### src/rtl/ring_meter_pkg.sv
// ============================================================================
// Module   : ring_meter_pkg
// Purpose  : Shared types and constants for the ring oscillator meter.
// Revision : 1.0
// ============================================================================
`default_nettype none

package ring_meter_pkg;

  typedef enum logic [1:0] {
    ST_IDLE    = 2'd0,
    ST_SETTLE  = 2'd1,
    ST_MEASURE = 2'd2,
    ST_DONE    = 2'd3
  } meter_state_t;

  localparam int SETTLE_CYC = 4;
  localparam int SETTLE_W   = 3;

endpackage

`default_nettype wire

### src/rtl/sync_rise_detect.sv
// ============================================================================
// Module   : sync_rise_detect
// Purpose  : Synchronizes an asynchronous level and flags its rising edges.
// Revision : 1.0
// ============================================================================
`default_nettype none

module sync_rise_detect #(
  parameter int SYNC_STAGES = 2
) (
  input  logic clk,
  input  logic rst,
  input  logic clr,
  input  logic d_async,
  output logic rise
);

  logic [SYNC_STAGES-1:0] sync_q;
  logic                   hist_q;

  always_ff @(posedge clk or posedge rst) begin
    if (rst) begin
      sync_q <= '0;
      hist_q <= 1'b0;
    end else begin
      sync_q <= {sync_q[SYNC_STAGES-2:0], d_async};
      // Clearing history forgets any level left over from the previous run.
      hist_q <= clr ? 1'b0 : sync_q[SYNC_STAGES-1];
    end
  end

  assign rise = sync_q[SYNC_STAGES-1] & ~hist_q;

endmodule

`default_nettype wire

### src/rtl/ring_osc_meter.sv
// ============================================================================
// Module   : ring_osc_meter
// Purpose  : Gated edge counter for the on-chip ring oscillator.
// Revision : 1.0
// ============================================================================
`default_nettype none

module ring_osc_meter
  import ring_meter_pkg::*;
#(
  parameter int CNT_W       = 16,
  parameter int GATE_W      = 16,
  parameter int SYNC_STAGES = 2
) (
  input  logic              clk,
  input  logic              rst,
  input  logic              start,
  input  logic [GATE_W-1:0] gate_cycles,
  input  logic              osc_in,
  output logic              ring_nrst,
  output logic              busy,
  output logic              done,
  output logic [CNT_W-1:0]  count,
  output logic              overflow
);

  meter_state_t        state_q,  state_d;
  logic [SETTLE_W-1:0] settle_q, settle_d;
  logic [GATE_W-1:0]   gate_q,   gate_d;
  logic [CNT_W-1:0]    count_q,  count_d;
  logic                ovf_q,    ovf_d;
  logic                accept;
  logic                rise;

  assign accept = (state_q == ST_IDLE) && start;

  sync_rise_detect #(
    .SYNC_STAGES(SYNC_STAGES)
  ) u_sync (
    .clk    (clk),
    .rst    (rst),
    .clr    (accept),
    .d_async(osc_in),
    .rise   (rise)
  );

  always_comb begin
    state_d  = state_q;
    settle_d = settle_q;
    gate_d   = gate_q;
    count_d  = count_q;
    ovf_d    = ovf_q;
    case (state_q)
      ST_IDLE: begin
        if (start) begin
          state_d  = ST_SETTLE;
          gate_d   = gate_cycles;
          count_d  = '0;
          ovf_d    = 1'b0;
          settle_d = SETTLE_W'(SETTLE_CYC - 1);
        end
      end
      ST_SETTLE: begin
        if (settle_q == '0) begin
          state_d = (gate_q == '0) ? ST_DONE : ST_MEASURE;
        end else begin
          settle_d = settle_q - 1'b1;
        end
      end
      ST_MEASURE: begin
        gate_d = gate_q - 1'b1;
        if (gate_q == GATE_W'(1)) begin
          state_d = ST_DONE;
        end
        // Saturate rather than wrap so a too-fast ring is reported, not aliased.
        if (rise) begin
          if (&count_q) begin
            ovf_d = 1'b1;
          end else begin
            count_d = count_q + 1'b1;
          end
        end
      end
      ST_DONE: begin
        state_d = ST_IDLE;
      end
      default: begin
        state_d = ST_IDLE;
      end
    endcase
  end

  always_ff @(posedge clk or posedge rst) begin
    if (rst) begin
      state_q  <= ST_IDLE;
      settle_q <= '0;
      gate_q   <= '0;
      count_q  <= '0;
      ovf_q    <= 1'b0;
    end else begin
      state_q  <= state_d;
      settle_q <= settle_d;
      gate_q   <= gate_d;
      count_q  <= count_d;
      ovf_q    <= ovf_d;
    end
  end

  assign busy      = (state_q == ST_SETTLE) || (state_q == ST_MEASURE);
  assign ring_nrst = busy;
  assign done      = (state_q == ST_DONE);
  assign count     = count_q;
  assign overflow  = ovf_q;

endmodule

`default_nettype wire

### config.mk
export PLATFORM = sky130hd
export DESIGN_NAME = ring_osc_meter
export DESIGN_NICKNAME = d
export VERILOG_FILES = /design/src/rtl/ring_meter_pkg.sv /design/src/rtl/sync_rise_detect.sv /design/src/rtl/ring_osc_meter.sv
export SDC_FILE = /design/constraint.sdc
export NUM_CORES = 1
export LEC_CHECK = 0
export CORE_MARGIN = 5
export CORE_UTILIZATION = 30
export DETAILED_ROUTE_END_ITERATION = 8
export PLACE_DENSITY = 0.52
export SLEW_MARGIN = 30
export SYNTH_ARGS = -nofsm -noshare
export SYNTH_HDL_FRONTEND = slang
export SYNTH_HIERARCHICAL = 1
export SYNTH_SLANG_ARGS = --single-unit
### constraint.sdc
create_clock -name clk -period 7 [get_ports clk]
set_input_delay 1.4 -clock clk [delete_from_list [all_inputs] [get_ports clk]]
set_output_delay 1.4 -clock clk [all_outputs]
set_load 0.01 [all_outputs]
==> run metrics <==
outcome finished, final reports clean; synthesized cell area 2480 sq um; routed wire length 6.22 mm; TritonCTS buffer count 5; Max-cap violations 0; first-pass GRT wire length 10.3 mm; Min Hold Slack 0.352 ns; Die Footprint 10200 sq um; period utilization 51.5%; placed cell count 416; worst-margin pin slew 0.732 ns; CTS sink count 41; Nets 347; violation count after the first detailed-route iteration 88; 1st-pass router iterations 4; post-cts hold buffer count 0; library cells used by synthesis 44; layout cells sized above 1 4.72%; worst min path class flip-flop to flip-flop; Final ANT Viol Nets 0; pre-CTS WS 3.11 ns; Most used DFF post-synth dfrtp_1; met2 Use GR 19.4%; final hold violation count 0; met3 Use GR 3.18%; Placer Congestion 0.735; drt drc 0; Critical-path top delay cell clkdlybuf4s50_1; Synth Register Bits 41; CP startpoint kind input port; Logic pwr share 16.0%; vias per cell 5.25; Layout area overhead 22.9%; Buf+Inv Stages, Crit Path 1; critical path type input port to flip-flop; leak pwr 1.29 nW; delay-heaviest family, CP simple AND/OR/NAND/NOR gates; fin crit period 3.60 ns; Final setup viols 0; pwr dens 182 nW/um^2; largest net degree at the start of global routing 45; syn_area_per_cell 8.60 sq um; global route hottest layer met2; Sw Ratio 26.7%; site row count 33; Synth warnings 6; WP data required 7.23 ns; Seq pwr share 49.7%; Max Freq 0.278 GHz; switching power 148 uW; critical path, cell by cell clkdlybuf4s50_1, mux2_2, nand2b_1, a211o_1, or4_1, nand2_1; max_slew headroom 51.2%; GR Overflow Total 0; die height 101 microns; initial antenna violation count 0; vias post-DR 2222; Inserted Diodes 0; number of global-route vias before repair 2124; Async SR Flop Fraction 100%; Post-synth EDFFs 0; VDD IR max 106 uV; clk root buf clkbuf_8; # Post-CTS Setup Buffers 0; GRT Total Usage 12.6%; Int Pwr 405 uW; Clock Skews 0.00827 ns; Resize count post-CTS 0; Slew Limit Fails 0; M1 GR Usage 17.6%; crit end category flip-flop; TritonCTS clock tree done; Avg WL per Cell 14.7 microns; Post-Layout Cell Count 423; port bufs 39; Post-Synthesis Cells 288; crit path max fanout 17; number of I/O pins 40; Synthesized Nets 317; Worst-path clk slew 0.08 ns; Clk pwr share 34.3%; clk_lat worst skew 0.30 ns; post-route setup slack 3.40 ns; Largest stage delay, worst path 0.72 ns; sequential fraction of the synthesis area 41.4%; Initial Utilization 30.4%; Sum Neg Setup Slack 0 ns; Die W 101 microns; Worst Path Arrival 3.84 ns; power consumption 553 uW; Core ar. 8130 sq um; CTS Buffer Depth 2; H-Tree Depth 2; DP HPWL 4.27 mm; setup repair after global routing missed its margin false
## power by group through the flow
stage | registers, mW | clock network [mW] | logic (mW)
6_report | 0.275 | 0.190 | 0.0886
3_3_place_gp | 0.279 | 0 | 0.0879
4_1_cts | 0.274 | 0.197 | 0.0905
2_1_floorplan | 0.279 | 0 | 0.0324
3_5_place_dp | 0.278 | 0 | 0.0892
5_1_grt | 0.278 | 0.203 | 0.0984
## metrics by stage
stage	cell area [sq um]	util [%]
floorplan	2480	-
global placement	2940	36.1
detailed placement	2940	36.1
CTS	3040	37.4
global route	3040	37.4
finish	3040	37.4
## sequential cells by signal, summed over array words and instances (netlist names)
| name | cells |
|---|---|
| u_sync/sync_q | 2 |
| gate_q | 16 |
| settle_q | 3 |
| overflow | 1 |
| state_q | 2 |
| count | 16 |
| u_sync/hist_q | 1 |
## logic make-up (layout without fill, tap and decap cells)
group                      count (synthesis)  count (layout)  synth area share [%]
DFF                                       41              41                  41.4
and+or+nand+nor                          109             109                  23.9
AOI/OAI and AO/OA                         81              81                  19.7
muxes                                      7               7                  3.08
xor gates and xnor gates                   5               5                  1.77
buffers and inverters                     36              66                  5.66
adders and majority gates                  9               9                  4.55
## cells in the final DEF, fill, tap and decap left out, drive strengths merged, types with 2 or more instances in the layout
| master | synthesis | routed |
|---|---|---|
| nor4 | 7 | 7 |
| inv | 18 | 18 |
| nor2 | 20 | 20 |
| and4 | 3 | 3 |
| o211ai | 4 | 4 |
| xnor2 | 3 | 3 |
| and3 | 6 | 6 |
| nor2b | 4 | 4 |
| a22oi | 2 | 2 |
| o21ai | 23 | 23 |
| mux2i | 5 | 5 |
| nand3 | 15 | 15 |
| clkbuf | 14 | 5 |
| a22o | 2 | 2 |
| nor3 | 6 | 6 |
| ha | 9 | 9 |
| xor2 | 2 | 2 |
| buf | 4 | 2 |
| nor3b | 2 | 2 |
| nand2b | 6 | 6 |
| or3 | 6 | 6 |
| o211a | 2 | 2 |
| dfrtp | 41 | 41 |
| or4 | 6 | 6 |
| nand4 | 3 | 3 |
| mux2 | 2 | 2 |
| a21oi | 21 | 21 |
| clkdlybuf4s50 | 0 | 39 |
| a31oi | 11 | 11 |
| o22ai | 11 | 11 |
| nand2 | 22 | 22 |
## final cells by class
cell class / instances / area [sq um]
clock inverter: 2 / 35.0
sequential: 41 / 1030
timing repair buffer: 41 / 405
inverter: 18 / 67.6
multi-input combinational: 211 / 1310
fill: 801 / 5090
clock buffer: 5 / 68.8
tap: 105 / 131
## cells in the mapped netlist, types with 2 or more instances
cell type   n  area share, %
dfrtp_1    41             41
nand2_1    22            3.3
o21ai_0    22            4.4
a21oi_1    21            4.2
nor2_1     20            3.0
inv_1      18            2.7
nand3_1    15            3.0
clkbuf_1   14            2.1
a31oi_1    11            2.8
o22ai_1    11            2.8
ha_1        9            4.5
nor4_1      7            1.8
and3_1      6            1.5
nand2b_1    6            1.5
nor3_1      6            1.2
or3_1       6            1.5
mux2i_1     5            2.0
or4_1       5            1.5
o211ai_1    4            1.2
and4_1      3            1.1
nand4_1     3           0.76
xnor2_1     3            1.1
a22o_1      2           0.71
a22oi_1     2           0.61
buf_1       2           0.30
nor2b_1     2           0.51
nor2b_4     2            1.1
nor3b_1     2           0.61
o211a_1     2           0.81
xor2_1      2           0.71
## layer usage
metal / wire length [microns] / up-vias
met5: 0 / -
met2: 2780 / 52
met3: 337 / 5
met1: 3050 / 1061
met4: 53 / 0
li1: - / 1104
## worst paths after layout
kind,from,endpoint,slack [ns],cells past startpoint
max,start,count[11]$_DFFE_PP0P_,3.40,6
min,u_sync/sync_q[0]$_DFF_PP0_,u_sync/sync_q[1]$_DFF_PP0_,0.35,0
max reg2reg,state_q[0]$_DFFE_PP0P_,count[11]$_DFFE_PP0P_,4.00,7
min reg2reg,u_sync/sync_q[0]$_DFF_PP0_,u_sync/sync_q[1]$_DFF_PP0_,0.35,0
max in group asynchronous,rst,gate_q[14]$_DFFE_PP0P_,5.09,3
min in group asynchronous,rst,u_sync/sync_q[0]$_DFF_PP0_,1.29,2
(Power assumes the default switching activity.)
